File: src/rtl/ifetch_unit.sv
// ifetch_unit: RV32I instruction fetch stage. Drives the PC onto RAM port 1,
// captures the combinational read word, and queues {pc, word} pairs for decode
// in a 2-entry buffer. Redirects flush the buffer and restart fetch.
module ifetch_unit #(
   parameter logic [31:0] RESET_PC  = 32'h0000_0000,
   parameter int          MEM_BYTES = 4096
) (
   input  logic        m_clock,
   input  logic        p_reset,
   output logic [31:0] imem_addr,
   input  logic [31:0] imem_rdata,
   output logic        imem_we,
   output logic [31:0] imem_wdata,
   input  logic        redirect,
   input  logic [31:0] redirect_pc,
   output logic        inst_valid,
   output logic [31:0] inst,
   output logic [31:0] inst_pc,
   input  logic        inst_ready,
   output logic        misalign,
   output logic [31:0] fetch_count
);

   // Address wrap mask; keeps the RAM's +3 byte read inside the array.
   localparam logic [31:0] AMASK = 32'(MEM_BYTES - 1);

   typedef enum logic [1:0] {EMPTY = 2'd0, ONE = 2'd1, FULL = 2'd2} state_t;

   state_t      state_q, state_d;
   logic [31:0] pc_q;
   logic [31:0] e0_pc_q, e0_w_q, e1_pc_q, e1_w_q;
   logic        misalign_q;
   logic [31:0] fcnt_q;
   logic        pop, push;

   // A push is always possible unless the buffer is full and nothing leaves.
   assign pop  = inst_valid & inst_ready;
   assign push = ~redirect & ((state_q != FULL) | pop);

   // Occupancy state register.
   always_ff @(posedge m_clock or negedge p_reset) begin
      if (!p_reset) state_q <= EMPTY;
      else          state_q <= state_d;
   end

   // Next occupancy; redirect empties the buffer regardless of push/pop.
   always_comb begin
      state_d = state_q;
      if (redirect) begin
         state_d = EMPTY;
      end else begin
         case (state_q)
            EMPTY:   if (push) state_d = ONE;
            ONE:     if (push && !pop) state_d = FULL;
            FULL:    state_d = FULL;
            default: state_d = EMPTY;
         endcase
      end
   end

   // Decode-side outputs from occupancy and the head entry.
   always_comb begin
      inst_valid = (state_q != EMPTY);
      inst       = e0_w_q;
      inst_pc    = e0_pc_q;
   end

   // PC, buffer entries, misalign pulse and push counter.
   always_ff @(posedge m_clock or negedge p_reset) begin
      if (!p_reset) begin
         pc_q       <= RESET_PC;
         e0_pc_q    <= '0;
         e0_w_q     <= '0;
         e1_pc_q    <= '0;
         e1_w_q     <= '0;
         misalign_q <= 1'b0;
         fcnt_q     <= '0;
      end else begin
         misalign_q <= 1'b0;
         if (redirect) begin
            pc_q       <= redirect_pc & AMASK & ~32'd3;
            misalign_q <= |redirect_pc[1:0];
         end else if (push) begin
            pc_q   <= (pc_q + 32'd4) & AMASK;
            fcnt_q <= fcnt_q + 32'd1;
            if (state_q == FULL) begin
               // FULL only pushes when popping: shift e1 up, new word behind it.
               e0_pc_q <= e1_pc_q;
               e0_w_q  <= e1_w_q;
               e1_pc_q <= pc_q;
               e1_w_q  <= imem_rdata;
            end else if (state_q == EMPTY || pop) begin
               e0_pc_q <= pc_q;
               e0_w_q  <= imem_rdata;
            end else begin
               e1_pc_q <= pc_q;
               e1_w_q  <= imem_rdata;
            end
         end
      end
   end

   assign imem_addr   = pc_q;
   assign imem_we     = 1'b0;
   assign imem_wdata  = '0;
   assign misalign    = misalign_q;
   assign fetch_count = fcnt_q;

endmodule

File: config.mk
export PLATFORM = sky130hd
export DESIGN_NAME = ifetch_unit
export DESIGN_NICKNAME = d
export VERILOG_FILES = /design/src/rtl/ifetch_unit.sv
export SDC_FILE = /design/constraint.sdc
export NUM_CORES = 1
export LEC_CHECK = 0
export CORE_ASPECT_RATIO = 1.25
export CORE_MARGIN = 2
export CORE_UTILIZATION = 49
export DETAILED_ROUTE_END_ITERATION = 10
export PLACE_DENSITY_LB_ADDON = 0.15
export SETUP_SLACK_MARGIN = 0.4
export SLEW_MARGIN = 10
export SYNTH_ARGS = -nofsm -noshare
export SYNTH_HDL_FRONTEND = slang
export SYNTH_SLANG_ARGS = --single-unit
File: constraint.sdc
create_clock -name m_clock -period 3.4 [get_ports m_clock]
set_input_delay 1.02 -clock m_clock [delete_from_list [all_inputs] [get_ports m_clock]]
set_output_delay 1.02 -clock m_clock [all_outputs]
set_load 0.005 [all_outputs]
==> flow_summary_export.csv, run 1 <==
group,metric,value,unit
setup_path,crit_fanout,6,
timing,max_freq,0.363,GHz
logic_synthesis,avgSynthCellArea,11.2,µm²
die,die-height,131,µm
clock_network,post_cts_resized,0,
timing,min_period,2.75,ns
logic_synthesis,synth_enable_flop_cells,0,
grt,grt_max_degree,100,
timing,setup-violations-final,0,
worst_hold_path,min_path_type,"reg -> reg",
placed_design,dpl.hpwl,9000,µm
finish,final_nets,772,
die,initial_core_util,50.2,%
grt,grt_usage,19.9,%
finish,syn2layout_area_growth,29.0,%
timing,rsz0062_at_grt,"false",
route,wirelength,13300,µm
timing,fin_worst_skew,0.00720,ns
finish,utilization,64.8,%
logic_synthesis,netlist_area,6360,µm²
die,dieArea,13900,µm²
timing,drv_slew,0,
route,vias,4352,
power_and_ir_drop,p_leak,0.00351,µW
clock_network,clk_latency,0.41,ns
clock_network,clockRootBuffer,"clkbuf_16",
route,vias_per_cell,4.95,
setup_path,arrival,1.73,ns
logic_synthesis,async_flop_share,100,%
placed_design,place_congestion,0.771,
route,postRouteAntennaNets,0,
timing,max_slew_margin,40.1,%
clock_network,clockBufferDepth,2,
grt,grt_pass1_wl,22100,µm
power_and_ir_drop,ir_worst_vdd,388,µV
clock_network,cts-buffers-inserted,17,
logic_synthesis,synth_flop_cell,"dfrtp_1",
clock_network,post-cts-setup-buffer-count,0,
timing,fin_crit_sh,81.0,%
clock_network,h-tree-depth,4,
grt,antenna_found_initial,0,
placed_design,port_buffers,133,
clock_network,cts_tree,"done",
clock_network,clk_pin_slew,0.06,ns
setup_path,critPathLaunchType,"flip-flop",
logic_synthesis,yosysWarnings,0,
setup_path,worstSetupPathType,"reg -> out",
die,io_pins,231,
power_and_ir_drop,p_per_area,776,nW/µm²
logic_synthesis,synthDistinctLibCells,35,
grt,grt_overflow,0,
timing,hold_violations,0,
finish,final_common_cell,"clkdlybuf4s50_1",
logic_synthesis,ys_ff_latch,129,
route,drcViolationCount,0,
route,dr.pass1.iters,4,
clock_network,cts_sinks,129,
flow_run,max_cap_violations,0,
setup_path,end_kind,"primary output",
outcome,status,"complete, no violations",
die,rows,46,
finish,layout_common_cells,"clkdlybuf4s50_1, dfrtp_1, conb_1, nor2_1",
finish,drive_above_1_share,13.1,%
finish,final_area,8200,µm²
route,drt_iter0_markers,153,
grt,first_global_vias,4397,
timing,tightest_slew,0.898,ns
finish,nFillCells,1043,
die,core_area,12700,µm²
placed_design,place_area,7580,µm²
finish,diodes,0,
route,wl_per_cell,15.1,µm
timing,fin_setup_tns,0,ns
setup_path,crit_required,2.38,ns
die,die_w,106,µm
logic_synthesis,yosysSeqAreaShare,50.8,%
logic_synthesis,syn_inst,566,
clock_network,cts_hold_buf,0,
-- metal layers --
metal	wire length [µm]	global-route usage, %	vias to the layer above
met5	0	0	-
met4	125	6.51	0
met3	783	6.20	10
met2	6900	34.4	145
met1	5490	23.5	2133
li1	-	-	2064
-- per-stage QoR --
step	cells	hold WS [ns]	setup WS [ns]	power (µW)
after global placement	847	0.458	0.351	4450
final	879	0.473	0.647	6360
after CTS	879	0.476	0.608	6450
after detailed placement	847	0.465	0.386	4550
after global routing	879	0.515	0.527	6760
after floorplan	642	0.450	1.11	3590
-- logic make-up after synthesis --
| logic type | Yosys count | synth area share (%) |
|---|---|---|
| xor gates and xnor gates | 41 | 5.65 |
| muxes | 89 | 14.9 |
| DFF | 129 | 50.8 |
| buffers and inverters | 112 | 11.8 |
| AOI/OAI and AO/OA | 70 | 6.67 |
| and+or+nand+nor | 118 | 9.00 |
| adders and majority gates | 6 | 1.18 |
| other | 1 | 0.0590 |
-- critical path: stages, from the launching register on --
cell and delay (ns):
dfrtp_1 0.39, inv_1 0.15, ha_1 0.28, inv_1 0.06, clkdlybuf4s50_1 0.45
-- where the power goes --
part / internal (µW) / switching [µW] / total, µW
logic: 1170 / 846 / 2020
registers: 2110 / 358 / 2470
clock network: 1210 / 658 / 1870
-- synthesized netlist by cell type, types with 10 or more instances --
cell	instances	share of area [%]
a21oi_1	46	3.6
buf_2	10	0.79
buf_4	80	9.4
dfrtp_1	129	51
mux2_2	44	7.8
mux2i_1	45	7.1
nand2_1	20	1.2
nand3_1	11	0.87
nand4_1	13	1.3
nor2_1	49	2.9
xnor2_1	26	3.6
xor2_1	15	2.1
-- state kept, by name, summed over array words and instances, names as in the netlist --
signal	count
e1_pc_q	10
fetch_count	32
inst_pc	10
e1_w_q	32
imem_addr	10
misalign	1
state_q	2
inst	32
-- area by class of cell --
class                      count  area [µm²]  share of cell area (%)
tap                          168         210                    2.56
clock buffer                  20         467                    5.69
sequential                   129        3230                    39.4
inverter                       8        30.0                   0.366
clock inverter                12         158                    1.92
timing repair buffer         141        1420                    17.3
multi-input combinational    401        2690                    32.8
-- path summary, 6_finish.rpt --
kind,start,end,slack [ns],cells past startpoint
max,state_q[0],inst_valid,0.65,4
min,fetch_count[31],fetch_count[31],0.47,1
max reg2reg,state_q[0],e1_w_q[30],1.03,6
min reg2reg,fetch_count[31],fetch_count[31],0.47,1
max in group asynchronous,p_reset,imem_addr[4],1.97,2
min in group asynchronous,p_reset,fetch_count[31],0.73,1
No activity file was read; power rests on OpenSTA's default activity.
==> run 2, diff against run 1 <==
--- a/config.mk
+++ b/config.mk
@@ -7,7 +7,7 @@
 export LEC_CHECK = 0
 export CORE_ASPECT_RATIO = 1.25
 export CORE_MARGIN = 2
-export CORE_UTILIZATION = 49
+export CORE_UTILIZATION = 41
 export DETAILED_ROUTE_END_ITERATION = 10
 export PLACE_DENSITY_LB_ADDON = 0.15
 export SETUP_SLACK_MARGIN = 0.4
==> constraint.sdc (replaced) <==
create_clock -name m_clock -period 2.35 [get_ports m_clock]
set_input_delay 0.705 -clock m_clock [delete_from_list [all_inputs] [get_ports m_clock]]
set_output_delay 0.705 -clock m_clock [all_outputs]
set_load 0.005 [all_outputs]
==> flow_summary_export.csv, run 2 (synthesis results as in run 1) <==
group,metric,value,unit
setup_path,cpLargestDelayFamily,"buffers and inverters",
grt,grt_overflow,0,
route,postRouteAntennaNets,0,
clock_network,cts_tree,"done",
die,die-height,143,µm
placed_design,port_buffers,133,
setup_path,r2r_slack,0.44,ns
route,vias,4667,
grt,antenna_found_initial,0,
die,rows,50,
finish,utilization,58.7,%
timing,fin_setup_tns,0,ns
power_and_ir_drop,p_per_area,1070,nW/µm²
finish,layout_common_cells,"dfrtp_1, dlygate4sd2_1, conb_1, buf_4, nor2_1",
clock_network,clk_latency,0.41,ns
route,wirelength,15600,µm
outcome,status,"complete, no violations",
grt,first_global_vias,4692,
setup_path,crit_fanout,8,
die,core_area,15100,µm²
die,dieArea,16500,µm²
grt,grt_usage,18.5,%
setup_path,critical_path.cell_chain,"inv_2, ha_4, buf_4, nand2b_4, buf_4, a211oi_2, buf_4, and3_1, xor2_1",
die,die_w,115,µm
clock_network,clk_pin_slew,0.06,ns
finish,drive_above_1_share,22.9,%
finish,final_cell_count_no_fill,988,
setup_path,worst-path-buf-inv,4,
grt,grt_max_degree,60,
clock_network,h-tree-depth,4,
setup_path,r2r_end,"fetch_count[10]",
route,wl_per_cell,15.8,µm
setup_path,arrival,2.24,ns
timing,fin_crit_sh,81.2,%
setup_path,rr_startpoint,"state_q[0]",
timing,rsz0062_at_grt,"true",
timing,tightest_slew,0.507,ns
die,initial_core_util,42.2,%
placed_design,preCtsSetupSlack,-0.206,ns
setup_path,ff2ff_path_depth,9,
setup_path,path_common_cell,"buf_4",
timing,fin_worst_skew,0.00848,ns
timing,drv_slew,0,
timing,hold_violations,0,
finish,diodes,0,
finish,final_nets,841,
finish,syn2layout_area_growth,39.1,%
route,drcViolationCount,0,
die,io_pins,231,
clock_network,cts_sinks,129,
timing,max_freq,0.524,GHz
clock_network,clockBufferDepth,2,
placed_design,placedCellCount,905,
setup_path,cpPeakStageDelay,0.37,ns
clock_network,cts_hold_buf,0,
route,dr.pass1.iters,4,
power_and_ir_drop,p_leak,0.00405,µW
finish,nFillCells,1327,
timing,max_slew_margin,66.2,%
flow_run,max_cap_violations,0,
timing,min_period,1.91,ns
timing,setup-violations-final,0,
finish,final_common_cell,"dfrtp_1",
setup_path,end_kind,"flip-flop",
clock_network,cts-buffers-inserted,17,
placed_design,place_congestion,0.772,
grt,grt_pass1_wl,23700,µm
setup_path,worstSetupPathType,"reg -> reg",
setup_path,critPathSlowestCell,"dfrtp_1",
placed_design,dpl.hpwl,9970,µm
placed_design,place_area,7790,µm²
setup_path,crit_required,2.68,ns
route,vias_per_cell,4.72,
setup_path,critPathLaunchType,"flip-flop",
route,drt_iter0_markers,179,
clock_network,clockRootBuffer,"clkbuf_16",
worst_hold_path,min_path_type,"in -> async",
timing,setup_slack,0.441,ns
finish,final_area,8840,µm²
power_and_ir_drop,ir_worst_vdd,444,µV
[run 2: changes by cell type in the layout (fill, tap and decap cells not counted), sizes merged]
cell and change:
clkinvlp +1, dlygate4sd2 +87, clkdlybuf4s50 -88, clkbuf +6, clkinv -4, nand2b +1, buf +66
[run 2: timing repair]
action / in CTS / in global routing
cloned: 0 / 3
resized for setup: 112 / 13
endpoints found under the setup margin: 150 / 52
endpoints found under the hold margin: 0 / 0
buffers inserted: 43 / 5
pin swaps: 0 / 7
[run 2: report_power, final]
group / switching (µW) / leakage (µW) / total, µW / internal [µW]
sequential: 422 / 0.00154 / 3480 / 3060
combinational: 1490 / 0.00223 / 3260 / 1770
clock: 945 / 0.000285 / 2690 / 1750
[run 2: worst register-to-register path: stages (launching register included)]
cell and delay [ns]:
dfrtp_1 0.37, inv_2 0.07, ha_4 0.16, buf_4 0.15, nand2b_4 0.18, buf_4 0.16
a211oi_2 0.19, buf_4 0.19, and3_1 0.20, xor2_1 0.15
[run 2: per-stage QoR]
step / hold slack (ns) / power (µW)
final: 0.215 / 9440
after global routing: 0.221 / 10000
after CTS: 0.200 / 9330
after detailed placement: 0.462 / 6680
after global placement: 0.456 / 6540
after floorplan: 0.409 / 5200
[run 2: area by class of cell]
class / count / area (µm²) / share of cell area (%)
flip-flops and latches: 129 / 3240 / 36.7
multi-input cells: 402 / 2780 / 31.4
repair buffers: 209 / 1920 / 21.7
clock buffers: 23 / 478 / 5.40
well taps: 208 / 260 / 2.94
clock inverters: 9 / 130 / 1.47
inverters: 8 / 30.0 / 0.340
[run 2: how the worst max path moves through the flow]
stage                from               to  slack, ns  cells past startpoint
3_5_place_dp   inst_ready    imem_addr[10]      -0.21                      6
2_1_floorplan    redirect      e1_pc_q[10]       0.41                      5
5_1_grt        state_q[0]  fetch_count[22]       0.36                      9
6_report       state_q[0]  fetch_count[10]       0.44                      9
3_3_place_gp   inst_ready       e1_w_q[10]      -0.16                      5
4_1_cts        state_q[1]       inst_valid       0.27                      4
[run 2: layer usage]
metal  track usage, %  routed length, µm  vias to the layer above
li1                 -                  -                     2197
met4             5.83                 93                        0
met5                0                  0                        -
met3             6.71               1100                        9
met2             31.1               8030                      152
met1             21.8               6340                     2309
